`src/rtl/pipeline_hazard_controller.sv`:
```
// Pipeline enable/flush sequencer for a 5-stage pipe: load-use stalls, taken-branch flushes,
// data-memory wait freezes with a timeout-to-HALT, and saturating stall/flush counters.
module pipeline_hazard_controller #(
    parameter int MEM_TIMEOUT = 16,
    parameter int CNT_W       = 32
) (
    input  logic             clk,
    input  logic             rst_n,
    input  logic [4:0]       id_rs,
    input  logic [4:0]       id_rt,
    input  logic             id_uses_rt,
    input  logic             ex_mem_read,
    input  logic [4:0]       ex_rt_dst,
    input  logic             branch_taken,
    input  logic             mem_req,
    input  logic             mem_ready,
    output logic             pc_en,
    output logic             if_id_en,
    output logic             if_id_flush,
    output logic             id_ex_en,
    output logic             id_ex_flush,
    output logic             ex_mem_en,
    output logic             mem_wb_en,
    output logic             mem_wb_bubble,
    output logic [CNT_W-1:0] stall_count,
    output logic [CNT_W-1:0] flush_count,
    output logic             mem_timeout_err
);

    localparam int WAIT_W = $clog2(MEM_TIMEOUT + 1);
    localparam logic [WAIT_W:0] TIMEOUT_W = (WAIT_W + 1)'(MEM_TIMEOUT);

    localparam logic [1:0] ST_RUN      = 2'd0;
    localparam logic [1:0] ST_MEM_WAIT = 2'd1;
    localparam logic [1:0] ST_HALT     = 2'd2;

    logic [1:0]        state_reg, state_next;
    logic [WAIT_W-1:0] wait_cnt_reg, wait_cnt_next;
    logic [WAIT_W:0]   wait_inc;
    logic              err_reg, err_set;
    logic              load_use;
    logic              freeze, halt, apply_run;
    logic              flush_inc, stall_inc;
    logic [1:0]        cnt_inc;

    assign load_use = ex_mem_read && (ex_rt_dst != 5'd0) &&
                      ((ex_rt_dst == id_rs) || (id_uses_rt && (ex_rt_dst == id_rt)));

    // One extra bit so the compare against the timeout never sees a wrapped value.
    assign wait_inc = {1'b0, wait_cnt_reg} + (WAIT_W + 1)'(1);

    always_comb begin
        pc_en         = 1'b1;
        if_id_en      = 1'b1;
        if_id_flush   = 1'b0;
        id_ex_en      = 1'b1;
        id_ex_flush   = 1'b0;
        ex_mem_en     = 1'b1;
        mem_wb_en     = 1'b1;
        mem_wb_bubble = 1'b0;
        state_next    = state_reg;
        wait_cnt_next = wait_cnt_reg;
        err_set       = 1'b0;
        flush_inc     = 1'b0;
        freeze        = 1'b0;
        halt          = 1'b0;
        apply_run     = 1'b0;

        if (!rst_n) begin
            pc_en     = 1'b0;
            if_id_en  = 1'b0;
            id_ex_en  = 1'b0;
            ex_mem_en = 1'b0;
            mem_wb_en = 1'b0;
        end else begin
            case (state_reg)
                ST_RUN: begin
                    if (mem_req && !mem_ready) begin
                        freeze        = 1'b1;
                        wait_cnt_next = WAIT_W'(1);
                        if (MEM_TIMEOUT == 1) begin
                            state_next = ST_HALT;
                            err_set    = 1'b1;
                        end else begin
                            state_next = ST_MEM_WAIT;
                        end
                    end else begin
                        apply_run = 1'b1;
                    end
                end
                ST_MEM_WAIT: begin
                    if (!mem_ready) begin
                        freeze        = 1'b1;
                        wait_cnt_next = wait_inc[WAIT_W-1:0];
                        if (wait_inc == TIMEOUT_W) begin
                            state_next = ST_HALT;
                            err_set    = 1'b1;
                        end
                    end else begin
                        apply_run     = 1'b1;
                        state_next    = ST_RUN;
                        wait_cnt_next = '0;
                    end
                end
                ST_HALT: begin
                    halt = 1'b1;
                end
                default: begin
                    state_next    = ST_RUN;
                    wait_cnt_next = '0;
                end
            endcase

            if (freeze || halt) begin
                pc_en         = 1'b0;
                if_id_en      = 1'b0;
                id_ex_en      = 1'b0;
                ex_mem_en     = 1'b0;
                mem_wb_en     = freeze;
                mem_wb_bubble = 1'b1;
            end else if (apply_run) begin
                // A taken branch squashes the dependent instruction, so no stall is needed.
                if (branch_taken) begin
                    if_id_flush = 1'b1;
                    id_ex_flush = 1'b1;
                    flush_inc   = 1'b1;
                end else if (load_use) begin
                    pc_en       = 1'b0;
                    if_id_en    = 1'b0;
                    id_ex_flush = 1'b1;
                end
            end
        end
    end

    always_ff @(posedge clk) begin
        if (!rst_n) begin
            state_reg    <= ST_RUN;
            wait_cnt_reg <= '0;
            err_reg      <= 1'b0;
        end else begin
            state_reg    <= state_next;
            wait_cnt_reg <= wait_cnt_next;
            if (err_set) begin
                err_reg <= 1'b1;
            end
        end
    end

    assign mem_timeout_err = err_reg;
    assign stall_inc       = rst_n && !pc_en;
    assign cnt_inc         = {flush_inc, stall_inc};

    // Index 0 counts stall cycles, index 1 counts branch flushes; both saturate.
    for (genvar gi = 0; gi < 2; gi++) begin : g_cnt
        logic [CNT_W-1:0] count_reg;
        always_ff @(posedge clk) begin
            if (!rst_n) begin
                count_reg <= '0;
            end else if (cnt_inc[gi] && (count_reg != {CNT_W{1'b1}})) begin
                count_reg <= count_reg + CNT_W'(1);
            end
        end
    end

    assign stall_count = g_cnt[0].count_reg;
    assign flush_count = g_cnt[1].count_reg;

endmodule

```
`config.mk`:
```
export PLATFORM = sky130hd
export DESIGN_NAME = pipeline_hazard_controller
export DESIGN_NICKNAME = d
export VERILOG_FILES = /design/src/rtl/pipeline_hazard_controller.sv
export SDC_FILE = /design/constraint.sdc
export NUM_CORES = 1
export LEC_CHECK = 0
export ABC_AREA = 1
export CELL_PAD_IN_SITES_DETAIL_PLACEMENT = 0
export CELL_PAD_IN_SITES_GLOBAL_PLACEMENT = 1
export CORE_MARGIN = 2
export CORE_UTILIZATION = 38
export CTS_CLUSTER_SIZE = 40
export DETAILED_ROUTE_END_ITERATION = 12
export GPL_TIMING_DRIVEN = 0
export MAX_ROUTING_LAYER = met4
export PLACE_DENSITY_LB_ADDON = 0.15
export SLEW_MARGIN = 30
export SYNTH_ARGS = -nofsm -noshare
export SYNTH_HDL_FRONTEND = slang
export SYNTH_SLANG_ARGS = --single-unit
```
`constraint.sdc`:
```
create_clock -name clk -period 3.9 [get_ports clk]
set_input_delay 0.39 -clock clk [delete_from_list [all_inputs] [get_ports clk]]
set_output_delay 0.39 -clock clk [all_outputs]
set_load 0.05 [all_outputs]
```
==> out/metrics.csv <==
metric,value,unit
status,"complete, no violations",
hold_buf cts,0,
Worst R2R Setup Slack,1.86,ns
# Max-Cap Violations,0,
drt pass-1 iters,5,
Rows,40,
cell count of the worst reg-to-reg path,11,
leakage dissipation,2.521,nW
register share of total power,43.0,%
Yosys top cell area share,31.01,%
Root Driver,clkbuf_16,
Overall Global Routing Usage,22.15,%
Syn-to-layout area delta,29.88,%
Die X,114.6,um
RSZ-0062 raised after global routing,false,
Die Area,13130,um^2
Clock Latency Late Sink,0.34,ns
routed length per placed instance,13.38,um
CP max FO,3,
area used by multi-input combinational logic,2591,um^2
CTS Buf Count,9,
Critical Path AT,2.52,ns
Top Ports,95,
Via density,4.843,
post_cts resized,0,
Sum Neg Setup Slack,0,ns
clock sink count,72,
Clock transition at path regs,0.06,ns
Synth area leaders,"dfxtp_1 (31%), nand2_1 (20%), inv_1 (9.0%)",
Clk pwr share,44.8,%
final setup fails,0,
Least-Margin Pin Slew,0.6322,ns
Rel. slew slack,57.85,%
H-tree Lvls,3,
internal power,1.259,mW
"FF+latch count, synth",72,
DRT Wirelength,13610,um
vias in the first global route,4562,
# port buffers,93,
"Hold Vio Cnt, Final",0,
fin crit share,74.52,%
Required @ worst endpoint,3.51,ns
RePlAce Congestion,0.8816,
Syn Area/Cell,6.108,um^2
initial antenna violation count,0,
sequential cell area,1441,um^2
Slew Limit Fails,0,
dpl hpwl,10520,um
Starting Density,38.86,%
crit path capture,pc_en,
Period minus WS final,2.906,ns
Max IR drop VDD,0.0001735,V
Mapped Nets,786,
CTS tree,done,
Net Sw Frac,27.67,%
"area leader, netlist",dfxtp_1,
Ant. Diodes,0,
CP Class,input port to primary output,
Reg-to-Reg Start,flush_count[0],
clk buf depth,2,
P_sw,0.4817,mW
share of cells above drive strength 1,7.471,%
max frequency,0.3441,GHz
Gate power share,12.1,%
Setup Buffers After CTS,0,
count of different cell masters after synthesis,33,
"Seq/Total Area, Yosys",31.01,%
worst r2r dst,flush_count[29],
post-route ant nets,0,
type of the worst min-delay path,register to register,
pre-CTS setup slack,0.9927,ns
GR Overflow Total,0,
DR DRC count,0,
CORE AREA,11960,um^2
Netlist Area Pre-Place,4648,um^2
largest net degree at the start of global routing,13,
number of synthesis warnings,0,
Nets,890,
fillcell total,1273,
power per cell area,288.4,nW/um^2
Setup crit start kind,input port,
Max Clock Skew,0.008319,ns
first-pass GRT wire length,22360,um
CP startpoint,mem_ready,
Vias,4925,
die span in y,114.6,um
gate count of the mapped netlist,761,
Worst Slack Setup Final,0.9937,ns
Setup crit end kind,primary output,
DR iter-0 viols,290,
-- power by group through the flow --
stage | combinational [mW] | clock [mW] | sequential, mW
floorplan | 0.116 | 0 | 0.779
global placement | 0.210 | 0 | 0.765
detailed placement | 0.212 | 0 | 0.766
CTS | 0.213 | 0.800 | 0.749
global route | 0.230 | 0.826 | 0.750
finish | 0.211 | 0.780 | 0.749
-- Yosys cell counts, drive strengths merged --
cell type / instances
nor3b: 4
a21oi: 42
xnor2: 8
nand3b: 2
clkinv: 1
nor3: 20
a31oi: 2
nand4: 31
inv: 117
nand3: 60
clkbuf: 5
buf: 18
o21bai: 2
dfxtp: 72
o21ai: 10
and3: 2
nand2: 248
ha: 3
nor2: 102
xor2: 12
-- worst min-delay path by stage --
stage / start / to / depth (start not counted)
after floorplan: wait_cnt_reg[3] / wait_cnt_reg[3] / 2
after global routing: wait_cnt_reg[4] / wait_cnt_reg[4] / 2
after detailed placement: mem_timeout_err / mem_timeout_err / 2
after CTS: mem_timeout_err / mem_timeout_err / 2
after global placement: mem_timeout_err / mem_timeout_err / 2
final: mem_timeout_err / mem_timeout_err / 2
-- layout by cell type (no fill, tap or decap), types with 3 or more instances in the layout --
cell / netlist / routed
a21oi_1: 42 / 42
buf_2: 4 / 4
buf_4: 8 / 8
buf_6: 5 / 5
clkbuf_1: 5 / 5
clkbuf_16: 0 / 9
clkdlybuf4s50_1: 0 / 93
clkinv_2: 0 / 4
dfxtp_1: 72 / 72
ha_1: 3 / 3
inv_1: 112 / 112
inv_2: 4 / 4
nand2_1: 244 / 244
nand2_2: 4 / 4
nand3_1: 54 / 54
nand3_2: 5 / 5
nand4_1: 31 / 31
nor2_1: 89 / 89
nor2_2: 8 / 8
nor2_4: 5 / 5
nor3_1: 19 / 19
nor3b_1: 3 / 3
o21ai_0: 9 / 9
xnor2_1: 8 / 8
xor2_1: 12 / 12
-- final cells by class --
type / count / area share [%]
clock inverter: 6 / 0.5803
sequential: 72 / 23.88
timing repair buffer: 93 / 15.42
buffer: 23 / 2.819
multi-input combinational: 548 / 42.92
inverter: 118 / 7.378
clock buffer: 10 / 3.959
tap: 147 / 3.047
-- worst max-delay path: stages --
cell	delay, ns
clkdlybuf4s50_1	0.47
inv_1	0.07
nand2_1	0.06
nand2_1	0.07
o21ai_2	0.09
a21oi_1	0.09
inv_1	0.08
nand2_1	0.05
inv_1	0.12
nand2_1	0.06
inv_1	0.08
buf_4	0.10
clkdlybuf4s50_1	0.79
-- cell families after synthesis --
| family | synth area share (%) |
|---|---|
| simple gates | 44.90 |
| buf+inv | 13.24 |
| flops | 31.01 |
| compound gates | 6.272 |
| xor+xnor | 3.769 |
| fa+ha+maj | 0.8076 |
-- metal layers --
layer / global-route usage [%] / part of all wire (%) / wire length [um] / up-vias
met5: - / 0 / 0 / -
met4: 6.748 / 1.2 / 161 / 0
met3: 3.441 / 4.3 / 582 / 12
met2: 32.90 / 43 / 5871 / 116
met1: 30.95 / 51 / 6995 / 2204
li1: - / - / - / 2593
-- stage by stage --
stage	std cells	power (mW)	cell area, um^2	hold WS, ns	utilization, %
global placement	1001	0.9757	5763	0.4391	48.18
finish	1017	1.741	6037	0.4541	50.47
detailed placement	1001	0.9777	5763	0.4454	48.18
floorplan	761	0.8958	4648	0.4453	-
CTS	1017	1.762	6037	0.4571	50.47
global route	1017	1.806	6037	0.4844	50.47
Note: power is estimated with default switching activity, not from simulation.
